==> config.mk <==
export PLATFORM = sky130hd
export DESIGN_NAME = detector_sequencer
export DESIGN_NICKNAME = d
export VERILOG_FILES = /design/src/rtl/detector_sequencer.sv
export SDC_FILE = /design/constraint.sdc
export NUM_CORES = 1
export LEC_CHECK = 0
export CORE_MARGIN = 2
export CORE_UTILIZATION = 25
export CTS_CLUSTER_DIAMETER = 100
export DETAILED_ROUTE_END_ITERATION = 8
export PLACE_DENSITY_LB_ADDON = 0.08
export SETUP_SLACK_MARGIN = 0.15
export SYNTH_ARGS = -nofsm -noshare
export SYNTH_HDL_FRONTEND = slang
export SYNTH_SLANG_ARGS = --single-unit
==> constraint.sdc <==
create_clock -name clk -period 2.05 [get_ports clk]
set_input_delay 0.5125 -clock clk [delete_from_list [all_inputs] [get_ports clk]]
set_output_delay 0.5125 -clock clk [all_outputs]
set_load 0.02 [all_outputs]
==> src/rtl/detector_sequencer.sv <==
// Serializes a latched word into the single-bit detector and collects its Moore hits.
// DETSEQ_LSB_FIRST_EN: transmit LSB first instead of the default MSB first.
module detector_sequencer #(
  parameter  int WIDTH = 8,
  localparam int CNT_W = $clog2(WIDTH + 1)
) (
  input  logic             clk,
  input  logic             reset,
  input  logic             in_valid,
  output logic             in_ready,
  input  logic [WIDTH-1:0] in_data,
  output logic             det_w,
  output logic             det_en,
  output logic             det_clr,
  input  logic             det_z,
  output logic             out_valid,
  input  logic             out_ready,
  output logic [WIDTH-1:0] out_hits,
  output logic [CNT_W-1:0] out_count
);

  localparam int IDX_W = $clog2(WIDTH);
  localparam logic [IDX_W-1:0] LAST = IDX_W'(WIDTH - 1);

  typedef enum logic [2:0] {
    S_IDLE,
    S_CLEAR,
    S_SHIFT,
    S_DRAIN,
    S_DONE
  } state_e;

  state_e           state_q, state_d;
  logic [WIDTH-1:0] data_q, data_d;
  logic [IDX_W-1:0] idx_q, idx_d;
  logic [WIDTH-1:0] hits_q, hits_d;
  logic [CNT_W-1:0] count_q, count_d;
  logic             samp_en;
  logic [IDX_W-1:0] samp_k;

  // Maps the transmit slot k to the word bit it carries.
  function automatic logic [IDX_W-1:0] tx_pos(input logic [IDX_W-1:0] k);
`ifdef DETSEQ_LSB_FIRST_EN
    return k;
`else
    return LAST - k;
`endif
  endfunction

  always_ff @(posedge clk or negedge reset) begin
    if (!reset) begin
      state_q <= S_IDLE;
      data_q  <= '0;
      idx_q   <= '0;
      hits_q  <= '0;
      count_q <= '0;
    end else begin
      state_q <= state_d;
      data_q  <= data_d;
      idx_q   <= idx_d;
      hits_q  <= hits_d;
      count_q <= count_d;
    end
  end

  always_comb begin
    state_d = state_q;
    data_d  = data_q;
    idx_d   = idx_q;
    hits_d  = hits_q;
    count_d = count_q;
    samp_en = 1'b0;
    samp_k  = idx_q - IDX_W'(1);
    unique case (state_q)
      S_IDLE: begin
        if (in_valid) begin
          state_d = S_CLEAR;
          data_d  = in_data;
          hits_d  = '0;
          count_d = '0;
        end
      end
      S_CLEAR: begin
        state_d = S_SHIFT;
        idx_d   = '0;
      end
      S_SHIFT: begin
        // z lags the driven bit by one cycle, so slot 0 has nothing to sample.
        samp_en = (idx_q != '0);
        if (idx_q == LAST) state_d = S_DRAIN;
        else idx_d = idx_q + IDX_W'(1);
      end
      S_DRAIN: begin
        samp_en = 1'b1;
        samp_k  = LAST;
        state_d = S_DONE;
      end
      S_DONE: begin
        if (out_ready) state_d = S_IDLE;
      end
      default: state_d = S_IDLE;
    endcase
    if (samp_en && det_z) begin
      hits_d[tx_pos(samp_k)] = 1'b1;
      count_d = count_q + CNT_W'(1);
    end
  end

  assign in_ready  = (state_q == S_IDLE);
  assign det_clr   = (state_q == S_CLEAR);
  assign det_en    = (state_q == S_SHIFT);
  assign det_w     = det_en & data_q[tx_pos(idx_q)];
  assign out_valid = (state_q == S_DONE);
  assign out_hits  = hits_q;
  assign out_count = count_q;

endmodule
==> results.md, run 1 <==
- Initial antenna violation count: 0
- Pwr/cell area: 1520 nW/um^2
- Tcrit/Tclk final: 105%
- CP arrival: 1.63 ns
- DIE AREA: 5790 sq um
- Die Y: 76.1 um
- Crit Path Class: reg2out
- First-pass GRT wire length: 4950 um
- Initial drt markers: 26
- Worst R2R End: data_q[5]
- Worst-skew pair later-pin latency: 0.27 ns
- Failing checks: setup timing
- Mapped Cells: 111
- CTS Buf Count: 3
- Worst Hold Launch: out_hits[0]
- Avg Vias per Cell: 4.44
- Clock sinks: 26
- Net Sw Frac: 37.9%
- Worst min-delay path class: reg2reg
- Routed Antenna Nets: 0
- Final clock skew: 0.00541 ns
- Status: finished with violations
- Row Count: 26
- Register area share after synthesis: 50.1%
- Final hold vios: 0
- Comb pwr share: 58.3%
- Metal1 wirelength: 1340 um
- DR DRC count: 0
- Hold EP: out_hits[0]
- Final wirelength: 2930 um
- Initial Util: 25.6%
- DR top layer: met4
- TritonCTS clock tree: done
- Slew headroom: 74.7%
- Port Buffers: 29
- Pleak: 0.854 nW
- Area contributors post-synth: dfrtp_1 (50%), mux2_2 (6.9%), ha_1 (4.8%)
- Synth Register Bits: 26
- Routed len/inst: 12.7 um
- Hold path depth: 2
- Share of Yosys cell area claimed by the top area cell type: 50.1%
- Max-Cap Viols: 0
- Area Overhead vs Synth: 46.2%
- WL met2: 1440 um
- R2R Path Start: state_q[2]
- Synth unique cells: 36
- N_diodes: 0
- Worst slew pin tran: 0.376 ns
- Total grt overflow: 0
- Post-DP HPWL: 2210 um
- CTS H-tree depth: 1
- Tot Pwr: 2.89 mW
- Worst R2R Setup Slack: 0.19 ns
- Clock transition at path regs: 0.09 ns
- Fmax: 466 MHz
- Top FF cell, synth: dfrtp_1
- Synthesized net count: 129
- Sequential Area: 651 sq um
- Switch Pwr: 1.10 mW
- Final setup vio count: 1
- Final Slew Violations: 0
- Max IR drop VDD: 0.564 mV
- Required @ worst endpoint: 1.54 ns
- Hold buffer count at CTS: 0
- Synth top cells by count: dfrtp_1 (26), nand2_1 (12), mux2_2 (8), o31ai_1 (6), ha_1 (5)
- EDFF count, synth: 0
- Routability cong.: 0.760
- Reg2Reg Depth: 5
- Proportion of layout cells with a drive suffix above 1: 30.0%
- Pin count of the biggest net entering global routing: 27
- Metal3 WL: 112 um
- Crit end category: output pin
- Synth Area per Inst: 11.7 sq um
- Crit Path Max Fanout: 3
- Longest Clk Path Bufs: 2
- Core Box Area: 5070 sq um
- Ys Warns: 0
- Pre-antenna DRT Iters: 4
- Clock network power share: 11.7%
- Most instantiated library cell after synthesis: dfrtp_1
- GR Util All Layers: 10.8%
- Multi-input logic area: 627 sq um
- Asr flop ratio synth: 100%
- # nets final: 179
- Final min period: 2.15 ns
- Cell taking the most area after synthesis: dfrtp_1
- Synthesized area: 1300 sq um
- Setup ws final: -0.0970 ns
- RSZ-0062 raised after global routing: true
- Via count: 1,021
- Die width: 76.1 um
- P_int: 1.80 mW
- Critical Path Start Type: register
- Vias in the first global route: 1,017
- Filler instances: 525
- Io pins: 30
- Seq pwr share: 29.9%
- CTS Root Cell: clkbuf_8
- WHS: 0.486 ns
[layout make-up]
cell class                 instances  area share, %
multi-input combinational         75           33.0
inverter                           4          0.791
clock buffer                       4           2.90
tap                               70           4.61
sequential                        26           34.3
timing repair buffer              51           24.4
[cells by family after synthesis]
family                     Yosys count  share of synthesized area (%)
AOI/OAI and AO/OA                   16                           9.06
xor gates and xnor gates             3                           2.02
adders and majority gates            5                           4.82
buffers and inverters               10                           4.72
DFF                                 26                           50.1
muxes                               14                           12.7
and+or+nand+nor                     37                           16.6
[registers in the layout (all words and copies together), names as in the netlist]
name,cells
state_q,3
out_count,4
idx_q,3
data_q,8
out_hits,8
[how the worst max path moves through the flow]
stage | startpoint | to | slack (ns) | depth (start not counted)
2_1_floorplan | idx_q[0] | det_w | 0.22 | 4
3_3_place_gp | idx_q[1] | det_w | -0.19 | 4
3_5_place_dp | idx_q[1] | det_w | -0.20 | 4
4_1_cts | idx_q[1] | det_w | -0.12 | 4
5_1_grt | idx_q[1] | det_w | -0.17 | 4
6_report | idx_q[1] | det_w | -0.1 | 4
[per-stage QoR]
stage / utilization (%) / instances / setup TNS, ns / cell area (sq um) / setup slack, ns
CTS: 36.8 / 228 / -0.118 / 1870 / -0.118
global placement: 34.9 / 222 / -0.513 / 1770 / -0.187
floorplan: - / 111 / 0 / 1300 / 0.222
finish: 37.4 / 230 / -0.0970 / 1900 / -0.0970
detailed placement: 34.9 / 222 / -0.603 / 1770 / -0.205
global route: 37.4 / 230 / -0.168 / 1900 / -0.168
[cell usage in the layout (no fill, tap or decap), types with 3 or more instances in the layout]
master and n:
dfrtp_1 26, clkdlybuf4s50_1 24, buf_4 18, nand2_1 12, mux2_2 7, buf_6 7, o31ai_1 6, ha_1 5
clkbuf_8 4, inv_1 3, nand2b_1 3, o21ai_0 3, nor2_1 3, mux2i_1 3
[critical path, cell delays in order, from the launching register on]
cell     delay [ns]
dfrtp_1        0.43
mux2_4         0.31
or3_1          0.29
and4b_1        0.20
buf_6          0.13
[layer usage]
layer / GRT usage (%) / vias to the layer above
met5: 0 / -
met2: 18.0 / 24
li1: - / 497
met4: 3.27 / 0
met3: 2.84 / 4
met1: 13.8 / 496
[power groups by stage]
| stage | Combinational (mW) | Clock, mW | Sequential, mW |
|---|---|---|---|
| floorplan | 0.851 | 0 | 0.942 |
| global placement | 1.55 | 0 | 0.865 |
| detailed placement | 1.56 | 0 | 0.877 |
| CTS | 1.63 | 0.357 | 0.870 |
| global route | 1.85 | 0.370 | 0.903 |
| finish | 1.69 | 0.339 | 0.866 |
[repair_timing]
| action | 4_1_cts | 5_1_grt |
|---|---|---|
| pin swaps | 0 | 3 |
| buffers inserted | 2 | 2 |
| hold endpoints to repair | 0 | 0 |
| resized for setup | 31 | 9 |
| setup endpoints to repair | 6 | 8 |
(Power assumes the default switching activity.)
==> run 2: changes to the inputs <==
- CAP_MARGIN: not set -> 25
==> results of run 2 <==
Final layout, timing and power as in run 1 (identical DEF).
